### config.mk
export PLATFORM = sky130hd
export DESIGN_NAME = scc_assignment_extractor
export DESIGN_NICKNAME = d
export VERILOG_FILES = /design/src/rtl/sat_pkg.sv /design/src/rtl/literal_comp_table.sv /design/src/rtl/scc_assignment_extractor.sv
export SDC_FILE = /design/constraint.sdc
export NUM_CORES = 1
export LEC_CHECK = 0
export ABC_AREA = 1
export BUFFER_PORTS_ARGS = -buffer_cell sky130_fd_sc_hd__buf_2
export CORE_ASPECT_RATIO = 0.5
export CORE_MARGIN = 5
export CORE_UTILIZATION = 35
export CTS_CLUSTER_SIZE = 14
export DETAILED_ROUTE_END_ITERATION = 8
export RECOVER_POWER = 25
export SLEW_MARGIN = 25
export SYNTH_ARGS = -nofsm -noshare
export SYNTH_HDL_FRONTEND = slang
export SYNTH_HIERARCHICAL = 1
export SYNTH_SLANG_ARGS = --single-unit
### constraint.sdc
create_clock -name clk -period 2.9 [get_ports clk]
set_clock_uncertainty 0.1 [all_clocks]
set_input_delay 0.435 -clock clk [delete_from_list [all_inputs] [get_ports clk]]
set_output_delay 0.435 -clock clk [all_outputs]
set_load 0.02 [all_outputs]
### src/rtl/sat_pkg.sv
// Shared types and literal helpers for the 2-SAT solver pipeline.
// Literals are signed: +v is x_v, -v is the negation of x_v.
package sat_pkg;

    localparam int LIT_W = 8;

    typedef logic signed [LIT_W-1:0] lit_t;

    typedef enum logic [1:0] {
        COLLECT,
        CHECK,
        DONE
    } extract_state_t;

    function automatic logic [LIT_W-1:0] lit_var(input lit_t lit);
        return lit[LIT_W-1] ? LIT_W'(-lit) : LIT_W'(lit);
    endfunction

    function automatic logic lit_ok(input lit_t lit, input int num_vars);
        return (lit != '0) && (32'(lit_var(lit)) <= num_vars);
    endfunction

endpackage

### src/rtl/literal_comp_table.sv
// Per-variable SCC index table: positive/negative comp index plus seen bits.
// One write port with polarity select, one read port addressed by variable.
module literal_comp_table #(
    parameter int NUM_VARS = 3,
    parameter int COMP_W   = 3,
    parameter int VAR_W    = 2
) (
    input  logic                clk,
    input  logic                reset,
    input  logic                clear,
    input  logic                we,
    input  logic [VAR_W-1:0]    wr_var,
    input  logic                wr_neg,
    input  logic [COMP_W-1:0]   wr_comp,
    input  logic [VAR_W-1:0]    rd_var,
    output logic [COMP_W-1:0]   rd_pos_comp,
    output logic [COMP_W-1:0]   rd_neg_comp,
    output logic                rd_pos_seen,
    output logic                rd_neg_seen,
    output logic [NUM_VARS-1:0] pos_seen,
    output logic [NUM_VARS-1:0] neg_seen
);

    logic [COMP_W-1:0] pos_comp [NUM_VARS];
    logic [COMP_W-1:0] neg_comp [NUM_VARS];

    always_ff @(posedge clk or posedge reset) begin
        if (reset) begin
            pos_seen <= '0;
            neg_seen <= '0;
            for (int i = 0; i < NUM_VARS; i++) begin
                pos_comp[i] <= '0;
                neg_comp[i] <= '0;
            end
        end else if (clear) begin
            pos_seen <= '0;
            neg_seen <= '0;
            for (int i = 0; i < NUM_VARS; i++) begin
                pos_comp[i] <= '0;
                neg_comp[i] <= '0;
            end
        end else if (we) begin
            for (int i = 0; i < NUM_VARS; i++) begin
                if (wr_var == VAR_W'(i + 1)) begin
                    if (wr_neg) begin
                        neg_comp[i] <= wr_comp;
                        neg_seen[i] <= 1'b1;
                    end else begin
                        pos_comp[i] <= wr_comp;
                        pos_seen[i] <= 1'b1;
                    end
                end
            end
        end
    end

    always_comb begin
        rd_pos_comp = '0;
        rd_neg_comp = '0;
        rd_pos_seen = 1'b0;
        rd_neg_seen = 1'b0;
        for (int i = 0; i < NUM_VARS; i++) begin
            if (rd_var == VAR_W'(i + 1)) begin
                rd_pos_comp = pos_comp[i];
                rd_neg_comp = neg_comp[i];
                rd_pos_seen = pos_seen[i];
                rd_neg_seen = neg_seen[i];
            end
        end
    end

endmodule

### src/rtl/scc_assignment_extractor.sv
// Labels SCC-stream literals with their SCC index, then scans variables
// to decide satisfiability and emit x = (comp(x) > comp(~x)).
module scc_assignment_extractor
    import sat_pkg::*;
#(
    parameter int NUM_VARS = 3,
    parameter int LIT_W    = 8
) (
    input  logic                    clk,
    input  logic                    reset,
    input  logic                    restart,
    input  logic                    lit_valid,
    output logic                    lit_ready,
    input  logic signed [LIT_W-1:0] lit_in,
    input  logic                    lit_last,
    input  logic                    stream_done,
    output logic                    busy,
    output logic                    result_valid,
    output logic                    sat,
    output logic [NUM_VARS-1:0]     assignment,
    output logic                    err_bad_lit
);

    localparam int COMP_W = $clog2(2 * NUM_VARS + 1);
    localparam int VAR_W  = $clog2(NUM_VARS + 1);
    localparam logic [COMP_W-1:0] COMP_MAX = COMP_W'(2 * NUM_VARS);

    extract_state_t state, state_nxt;

    logic [COMP_W-1:0]   comp_cnt;
    logic [VAR_W-1:0]    var_idx;
    logic [LIT_W-1:0]    v_abs;
    logic                lit_neg;
    logic                lit_in_range;
    logic                dup;
    logic                accept;
    logic                good;
    logic [COMP_W-1:0]   rd_pos_comp;
    logic [COMP_W-1:0]   rd_neg_comp;
    logic                rd_pos_seen;
    logic                rd_neg_seen;
    logic [NUM_VARS-1:0] pos_seen;
    logic [NUM_VARS-1:0] neg_seen;

    assign lit_ready    = (state == COLLECT);
    assign busy         = (state == CHECK);
    assign result_valid = (state == DONE);

    assign v_abs        = LIT_W'(lit_var(lit_t'(lit_in)));
    assign lit_neg      = lit_in[LIT_W-1];
    assign lit_in_range = lit_ok(lit_t'(lit_in), NUM_VARS);
    assign accept       = lit_valid & lit_ready;
    assign good         = accept & lit_in_range & ~dup;

    always_comb begin
        dup = 1'b0;
        for (int i = 0; i < NUM_VARS; i++) begin
            if (v_abs == LIT_W'(i + 1))
                dup = lit_neg ? neg_seen[i] : pos_seen[i];
        end
    end

    literal_comp_table #(
        .NUM_VARS (NUM_VARS),
        .COMP_W   (COMP_W),
        .VAR_W    (VAR_W)
    ) u_table (
        .clk         (clk),
        .reset       (reset),
        .clear       (restart),
        .we          (good),
        .wr_var      (VAR_W'(v_abs)),
        .wr_neg      (lit_neg),
        .wr_comp     (comp_cnt),
        .rd_var      (var_idx),
        .rd_pos_comp (rd_pos_comp),
        .rd_neg_comp (rd_neg_comp),
        .rd_pos_seen (rd_pos_seen),
        .rd_neg_seen (rd_neg_seen),
        .pos_seen    (pos_seen),
        .neg_seen    (neg_seen)
    );

    always_ff @(posedge clk or posedge reset) begin
        if (reset) state <= COLLECT;
        else       state <= state_nxt;
    end

    always_comb begin
        state_nxt = state;
        if (restart) begin
            state_nxt = COLLECT;
        end else begin
            unique case (state)
                COLLECT: if (stream_done) state_nxt = CHECK;
                CHECK:   if (var_idx == VAR_W'(NUM_VARS)) state_nxt = DONE;
                DONE:    state_nxt = DONE;
                default: state_nxt = COLLECT;
            endcase
        end
    end

    always_ff @(posedge clk or posedge reset) begin
        if (reset) begin
            comp_cnt    <= '0;
            var_idx     <= VAR_W'(1);
            sat         <= 1'b1;
            assignment  <= '0;
            err_bad_lit <= 1'b0;
        end else if (restart) begin
            comp_cnt    <= '0;
            var_idx     <= VAR_W'(1);
            sat         <= 1'b1;
            assignment  <= '0;
            err_bad_lit <= 1'b0;
        end else begin
            if (accept && !good)
                err_bad_lit <= 1'b1;
            // Bad beats still close their SCC so later indices stay aligned
            if (accept && lit_last && comp_cnt != COMP_MAX)
                comp_cnt <= comp_cnt + 1'b1;
            if (state == CHECK) begin
                if (rd_pos_seen && rd_neg_seen && rd_pos_comp == rd_neg_comp)
                    sat <= 1'b0;
                for (int i = 0; i < NUM_VARS; i++) begin
                    if (var_idx == VAR_W'(i + 1))
                        assignment[i] <= rd_pos_seen &
                            (~rd_neg_seen | (rd_pos_comp > rd_neg_comp));
                end
                if (var_idx != VAR_W'(NUM_VARS))
                    var_idx <= var_idx + 1'b1;
            end
        end
    end

endmodule

* Word-level counts from Yosys, hierarchy flattened *
Cells that the tools add are included.

word-level totals
  bits of input ports = 14
  output and inout port bits = 8
  register bits after elaboration = 36
  logic and storage cells = 145

operators by class
  eq/ne operators = 17
  mux-type cells = 62
  bitwise gates (word level) = 7
  reduce and logical (&&, ||, !) cells = 34
  $add $sub $neg = 3
  magnitude comparators = 2

operators with widths
  kind                                                                              number
  3-bit 2-to-1 mux                                                                  22
  9-bit 2-to-1 mux                                                                  4
  1-bit 2-to-1 mux                                                                  28
  2-bit nonzero test                                                                13
  3-bit AND reduction                                                               6
  8-bit by 2-bit equality test with 1-bit output, second input constant             2
  2-bit 2-to-1 mux                                                                  6
  2-bit AND reduction                                                               6
  2-bit equality test, second input constant                                        5
  8-bit by 1-bit equality test with 1-bit output, second input constant             1
  8-bit by 2-bit less-or-equal comparator with 1-bit output, second input constant  1
  8-bit 2-to-1 mux                                                                  1
  8-bit negator                                                                     1
  8-bit nonzero test                                                                1
  2-bit by 1-bit equality test with 1-bit output, second input constant             3
  1-bit logical AND                                                                 6
  3-bit by 2-bit != test with 1-bit output, second input constant                   2
  2-bit case mux with 3 select lines                                                1
  1-bit bitwise AND                                                                 4
  2-bit != test, second input constant                                              2
  3-bit by 1-bit adder with 3-bit output, second input constant                     1
  3-bit equality test                                                               1
  3-bit greater-than comparator                                                     1
  3-bit != test, second input constant                                              1
  other kinds (5)                                                                   6

* Longest topological paths before layout *
Gate-level depths: netlist of run 1.

  word-level depth = 12
  depth in mapped cells = 16
  gate-level depth less buffers = 16

* By module *
The synthesis of run 1 kept the hierarchy.

by module, submodules not included
  module                    sequential area each (um2)  area each (um2)  cells each  instances
  literal_comp_table        600.6                       1209.9           161         1
  scc_assignment_extractor  302.8                       1012.2           151         1

* Least setup slack after synthesis of run 1 *
No wires, ideal clock.

  path kind = reg-to-reg
  start point = register var_idx[0]
  end point = register assignment[0]
  period minus slack after synthesis = 2054 ps
  cell stages (with the launch flop) = 13
  required time = 2705 ps
  setup slack = 846 ps
  path buffers = 0
  arrival = 1858 ps
  path through = dfstp_2 > inv_1 > nor2_1 > nand2_1 > nand3_1 > inv_1 > ha_1 > nand2_1 > o21ai_0 > nand2_1 > nand2_1 > nand2_1 > o31ai_1

between the ends
  word-level cells in the longest chain between the ends = 10
  elaborated cells on any way between the ends = 24
  those cells by class = order compare (1); eq/ne (3); mux (15); bitwise (3); reduce/logical (2)

RTL lines
  item                                            RTL line                         text
  start, declared                                 scc_assignment_extractor.sv:31   logic [VAR_W-1:0] var_idx;
  start signal, assigned                          scc_assignment_extractor.sv:131  var_idx <= var_idx + 1'b1;
  2-bit by 1-bit equality test with 1-bit output  literal_comp_table.sv:63         if (rd_var == VAR_W'(i + 1)) begin
  3-bit 2-to-1 mux (2 in a row)                   literal_comp_table.sv:63
  3-bit 2-to-1 mux (*)                            literal_comp_table.sv:63
  via rd_neg_comp[2]                              scc_assignment_extractor.sv:39   logic [COMP_W-1:0] rd_neg_comp;
  3-bit greater-than comparator (*)               scc_assignment_extractor.sv:128  (~rd_neg_seen | (rd_pos_comp > rd_neg_comp));
  1-bit bitwise OR (*)                            scc_assignment_extractor.sv:128
  1-bit bitwise AND (*)                           scc_assignment_extractor.sv:127  assignment[i] <= rd_pos_seen &
  1-bit 2-to-1 mux (*)                            scc_assignment_extractor.sv:126  if (var_idx == VAR_W'(i + 1))
  3-bit 2-to-1 mux (*)                            scc_assignment_extractor.sv:122  if (state == CHECK) begin
  3-bit 2-to-1 mux (*)                            scc_assignment_extractor.sv:110  end else if (restart) begin
  end signal, assigned by index                   scc_assignment_extractor.sv:127
  end, declared                                   scc_assignment_extractor.sv:20   output logic [NUM_VARS-1:0] assignment,

The timed path passes the listed nets; every way through them passes the cells marked *. The select of a mux whose other input is x is not followed.
A chain may end at the register's enable or synchronous reset.

* Worst setup path after layout of run 1 *
  start point = register var_idx[0]
  end point = register assignment[1]

The elaborated chain is that of the path after synthesis.

==> impl_results.md, run 1 <==
- Minimum clock period: ~2500 ps
- Cts repair resizes: 0
- # IOs: 22
- Max FO, Critical Path: 8
- Peak supply drop: around 300 µV
- Placer Congestion: about 0.83
- CP required: 2980 ps
- PortBufs: 21
- CP bufs+invs: 2
- Count leader, synth: nand2_1
- Setup violations, final: 0
- Leakage: 1.40 nW
- Distinct cell type count after synthesis: 23
- Fill count: between 600 and 700
- Starting Density: between 30% and 40%
- Largest net degree at the start of global routing: 25
- Max Root-Sink Buffers: 2
- Power Dens Cells: approximately 630 nW/µm²
- Die width: 123 µm
- Slew Viols, Final: 0
- Overall routing resource usage: between 10 and 15%
- Startpoint types: flop
- Total CTS buffers: 5
- Seq/Total Area, Yosys: slightly above 40%
- RSZ-0062 raised after global routing: false
- Die H: roughly 66 µm
- Worst-path clk slew: around 50 ps
- Worst Tran Pin Value: ~950 ps
- Nets: around 360
- Num Clock Sinks: 36
- Final ANT Viol Nets: 0
- Drt via density: between 4 and 5
- Starting DRC count in detailed routing: 161
- Initial antenna violation count: 0
- Crit Path Class: reg -> reg
- Site row count: 20
- First-pass GRT wire length: between 8000 and 9000 µm
- Worst hold path class: in -> async
- Fin crit share: between 80% and 90%
- Die footprint: between 8000 and 9000 µm²
- Synth Warn #: 6
- Grt total ovfl: 0
- Syn Inst Count: 312
- Worst slew margin: a little over a third
- Leading area contributor after synthesis: dfrtp_1
- Max_cap viols: 0
- Crit. End Element: flop
- CTS tree: done
- Synthesis-to-finish area growth: 14.1%
- Pre-antenna DRT Iters: 4
- DR WL/cell: approximately 12 µm
- Share of post-route cells with drive strength above 1: approximately 12%
- Synth top area cells: dfrtp_1 (38%), nand2_1 (21%), nand3_1 (9.2%)
- Drt total wl: 5190 µm
- Core outline area: 6110 µm²
- Via count: slightly above 2000
- Post-synth top flop: dfrtp_1
- Worst EP arrival: 2550 ps
- CTS root buffer: clkbuf_16
- Post-CTS setup buffers: 0
- HPWL Detailed: 3900 µm
- Post-Syn Area per Cell: between 7 and 8 µm²
- Synth Register Bits: 36
- Number of flops mapped to enable cells by yosys: 0
- Status: completed
- CTS H-tree lvls: 2
- DRC viols: 0
- Top cell type's share of synthesized area: a little under two fifths
- Post-Syn Area: ~2200 µm²
- Final hold vios: 0
- ANT cells: 0
- Crit-path cells: inv_1 > nor2_1 > nand2_1 > nand3_1 > inv_1 > ha_1 > nand2_1 > o21ai_0 > nand2_1 > nand2_1 > nand2_1 > o31ai_1
- Crit path max-delay family: simple AND/OR/NAND/NOR gates
- Largest stage delay, worst path: 570 ps
- Hold_buf cts: 0
- Fmax: around 0.40 GHz
- Synthesized netlist net count: 338
- Vias in the first global route: around 1900
- Most frequent CP cell: nand2_1
- Setup TNS: 0 ps
- Core Util, Final: slightly above 40%
- Ys async rst share: 100%
- Synth top cells by count: nand2_1 (125), nand3_1 (41), inv_1 (40)
- Crit-path slowest cell: dfstp_2
- Clock Latency Late Sink: ~280 ps
[per-stage QoR]
stage          power (mW)  hold slack, ps  setup slack [ps]  cell area (µm²)  instances
3_3_place_gp         1.09             359               470             2400        418
2_1_floorplan       0.960             198               846             2220        312
6_report             1.59            85.9               426             2540        425
3_5_place_dp         1.10             363               421             2400        418
5_1_grt              1.70             133               168             2540        425
4_1_cts              1.61             105               405             2540        425
[cells in the final DEF (no fill, tap or decap)]
cell       synthesis  final
buf_4              0      1
inv_4              1      1
inv_1             40     40
nand3_1           41     41
nand2_1          125    125
nand2_2            6      6
o211ai_1           1      1
clkbuf_1           0      2
inv_2              1      1
o21ai_0            7      7
buf_2              1     20
ha_1              12     12
nand3b_1           2      2
o31ai_1            4      4
a21oi_1            9      9
o21ai_1            1      1
nor2_1            16     16
a21oi_2            1      1
o311ai_0           1      1
nand2_4            3      3
clkbuf_16          0      5
o22ai_1            1      1
dfstp_2            2      2
dfrtp_1           34     34
clkinv_2           0      1
[worst reg2reg max path: stages, from the launching register on]
cell     delay (ps)
dfstp_2         570
inv_1            50
nor2_1          450
nand2_1         120
nand3_1         100
inv_1            50
ha_1            300
nand2_1          50
o21ai_0         150
nand2_1          70
nand2_1          60
nand2_1          80
o31ai_1         220
[cell type report]
cell class                 instances  area [µm²]  share of cell area (%)
clock inverter                     1        5.00                   0.197
timing repair buffer              22         111                    4.39
inverter                          42         160                    6.31
sequential                        36         903                    35.6
tap                               88         110                    4.34
multi-input combinational        230        1120                    44.1
clock buffer                       6         129                    5.08
[report_power, final]
| group | internal (mW) | total, mW | switching, mW | leakage (nW) |
|---|---|---|---|---|
| clock | 0.312 | 0.502 | 0.190 | 0.0667 |
| sequential | 0.569 | 0.621 | 0.0518 | 0.480 |
| combinational | 0.148 | 0.467 | 0.318 | 0.851 |
| total | 1.03 | 1.59 | 0.560 | 1.40 |
[final timing paths]
check,start,endpoint,slack [ps],cells after the start
max,var_idx[0],assignment[1],430,12
min in group clk,u_table/pos_comp[8],u_table/pos_comp[8],370,2
min,reset,comp_cnt[0],90,2
min reg2reg,u_table/pos_comp[8],u_table/pos_comp[8],370,2
max reg2reg,var_idx[0],assignment[1],430,12
max in group asynchronous,reset,u_table/pos_comp[8],1840,2
[cell families after synthesis]
| logic type | Yosys count | share of synthesized area [%] |
|---|---|---|
| compound gates | 25 | 6.59 |
| fa+ha+maj | 12 | 6.76 |
| buf+inv | 46 | 9.06 |
| flops | 36 | 40.7 |
| simple gates | 193 | 36.9 |
[routing by layer]
layer  track usage, %  part of all wire [%]
met5                0                     0
met4             3.77                  0.89
met3             2.56                   5.3
met2             20.7                    42
met1             20.2                    52
[flip-flops by register name, indices dropped and copies added, names as in the netlist]
register and count:
u_table/pos_seen 3, err_bad_lit 1, u_table/neg_seen 3, comp_cnt 3
state 2, var_idx 2, u_table/pos_comp 9, u_table/neg_comp 9
sat 1, assignment 3
Power figures use the tool's default switching activity.
==> run 2, diff against run 1 <==
--- a/config.mk
+++ b/config.mk
@@ -9,9 +9,10 @@
 export BUFFER_PORTS_ARGS = -buffer_cell sky130_fd_sc_hd__buf_2
 export CORE_ASPECT_RATIO = 0.5
 export CORE_MARGIN = 5
-export CORE_UTILIZATION = 35
+export CORE_UTILIZATION = 59
 export CTS_CLUSTER_SIZE = 14
 export DETAILED_ROUTE_END_ITERATION = 8
+export PLACE_DENSITY = 0.8
 export RECOVER_POWER = 25
 export SLEW_MARGIN = 25
 export SYNTH_ARGS = -nofsm -noshare
==> constraint.sdc (replaced) <==
create_clock -name clk -period 2.3 [get_ports clk]
set_clock_uncertainty 0.1 [all_clocks]
set_input_delay 0.345 -clock clk [delete_from_list [all_inputs] [get_ports clk]]
set_output_delay 0.345 -clock clk [all_outputs]
set_load 0.02 [all_outputs]
==> impl_results.md, run 2 (synthesis results as in run 1) <==
- Met2 GRT Util: 37.9% (+17 points)
- Fin crit share: 91.6% (+6.3 points)
- Worst slack, placed: 77.2 ps (-344 ps)
- Most frequent CP cell: nand2_1
- Die H: 53.4 µm (-20%)
- Worst-path clk slew: 70 ps (+20 ps)
- Max FO, Critical Path: 6 (-2)
- PortBufs: 21 (unchanged)
- Crit-path cells: nand2_1 > inv_1 > buf_4 > nand2_1 > nand3_1 > ha_1 > nand2_1 > o21ai_1 > nand2_1 > nand2_1 > nand2_1 > o31ai_1
- Power Dens Cells: 753 nW/µm² (+20%)
- Fill count: 307 (-53%)
- Reg2reg setup slack: 190 ps (-230 ps)
- Worst EP arrival: 2200 ps (-350 ps)
- CTS H-tree lvls: 2 (unchanged)
- Vias in the first global route: 1986 (+6.1%)
- Startpoint types: flop
- GR Layer Usage met1: 27.6% (+7.4 points)
- Final Non-Filler Cells: 400 (-5.9%)
- Nets: 374 (+3.0%)
- Drt total wl: 5370 µm (+3.6%)
- Grt met3 use: 6.18% (+3.6 points)
- Final ANT Viol Nets: 0 (unchanged)
- Overall routing resource usage: 21.9% (+8.1 points)
- Clock Latency Late Sink: 280 ps (about the same)
- Site row count: 15 (-25%)
- # IOs: 22 (unchanged)
- Starting DRC count in detailed routing: 151 (-6.2%)
- Peak supply drop: 697 µV (+130%)
- Core outline area: 3530 µm² (-42%)
- Pre-antenna DRT Iters: 5 (+1)
- Max Root-Sink Buffers: 2 (unchanged)
- HPWL Detailed: 3950 µm (+1.1%)
- ANT cells: 0 (unchanged)
- Die footprint: 5170 µm² (-37%)
- Crit-path slowest cell: dfrtp_2
- Crit Path Class: reg -> reg
- Largest stage delay, worst path: 450 ps (-120 ps)
- Drt via density: 5.35 (+13%)
- Die width: 96.8 µm (-21%)
- Placed Area: 2390 µm² (-0.68%)
- CP required: 2390 ps (-590 ps)
- Reg2Reg Depth: 12 (unchanged)
- Setup TNS: 0 ps (unchanged)
- Top Registers: u_table/neg_comp: 9 flops, u_table/pos_comp: 9 flops
- First-pass GRT wire length: 8910 µm (+1.3%)
- Total CTS buffers: 5 (unchanged)
- Share of post-route cells with drive strength above 1: 15.8% (+3.6 points)
- DRC viols: 0 (unchanged)
- Commonest non-fill, non-tap cells in the layout: nand2_1 (125), nand3_1 (41), inv_1 (39)
- RSZ-0062 raised after global routing: false
- Placer Congestion: 0.908 (+9.4%)
- Final hold vios: 0 (unchanged)
- Crit. End Element: flop
- Worst Hold Path Cells: 4
- Initial antenna violation count: 0 (unchanged)
- CTS tree: done
- Via count: 2141 (+6.2%)
- DR WL/cell: 13.4 µm (+10%)
- Starting Density: 63.0% (+27 points)
- Worst Tran Pin Value: 1300 ps (+349 ps)
- Worst setup margin: 193 ps (-234 ps)
- Setup violations, final: 0 (unchanged)
- Status: completed
- Slew Viols, Final: 0 (unchanged)
- Minimum clock period: 2110 ps (-366 ps)
- Placed Cells: 385 (-7.9%)
- Most common cell after layout, fill and taps aside: nand2_1
- Fmax: 0.475 GHz (+17%)
- Num Clock Sinks: 36 (unchanged)
- Max_cap viols: 0 (unchanged)
- Core Util, Final: 71.9% (+30 points)
- Final instance area: 2540 µm² (unchanged)
- Worst hold path class: in -> reg
- Worst slew margin: 13.4% (-23 points)
- Leakage: 1.43 nW (+2.1%)
- CTS root buffer: clkbuf_8
- Largest net degree at the start of global routing: 25 (unchanged)
- Synthesis-to-finish area growth: 14.1% (unchanged)
- Grt total ovfl: 0 (unchanged)
- Global routing's busiest layer: met2
## run 2: routing by layer
| metal | share of wire (%) | vias up |
|---|---|---|
| met2 | 44 | 90 |
| met4 | 1.3 | 0 |
| met5 | 0 | - |
| met3 | 8.1 | 9 |
| met1 | 47 | 988 |
| li1 | - | 1054 |
## run 2: per-stage QoR
stage | power, mW | hold WS (ps)
3_3_place_gp | 1.40 | 281
6_report | 1.91 | 330
2_1_floorplan | 1.21 | 108
5_1_grt | 2.03 | 372
3_5_place_dp | 1.43 | 290
4_1_cts | 1.89 | 334
## run 2: worst max-delay path: cells and delay by family (launching register included)
| kind | cells | cell delay (ps) |
|---|---|---|
| AND/OR/NAND/NOR | 7 | 550 |
| AO/OA/AOI/OAI | 2 | 330 |
| flip-flops | 1 | 450 |
| buffers and inverters | 2 | 240 |
| adder cells (fa/ha/maj) | 1 | 320 |
## run 2: power by group
part | internal, mW | leakage [nW] | switching, mW | total (mW)
sequential | 0.718 | 0.479 | 0.0662 | 0.784
clock | 0.244 | 0.0455 | 0.219 | 0.464
combinational | 0.228 | 0.904 | 0.434 | 0.662
total | 1.19 | 1.43 | 0.719 | 1.91
## run 2: layout make-up
cell class	count	area [µm²]	share of cell area (%)
clock buffers	8	90.1	3.55
inverters	42	160	6.31
multi-input cells	231	1130	44.6
repair buffers	32	186	7.35
flip-flops and latches	36	905	35.7
well taps	51	63.8	2.52
## run 2: worst paths after layout
path                                startpoint                  end
max in group asynchronous                reset  u_table/pos_comp[5]
min reg2reg                u_table/pos_comp[5]  u_table/pos_comp[5]
max reg2reg                         var_idx[1]        assignment[0]
max                                 var_idx[1]        assignment[0]
min in group asynchronous                reset          err_bad_lit
min                                stream_done             state[1]
## run 2: what timing repair did
action,CTS,global route
setup endpoints to repair,0,9
buffers inserted,0,5
gates resized for setup,0,5
hold buffers,1,0
endpoints found under the hold margin,10,0
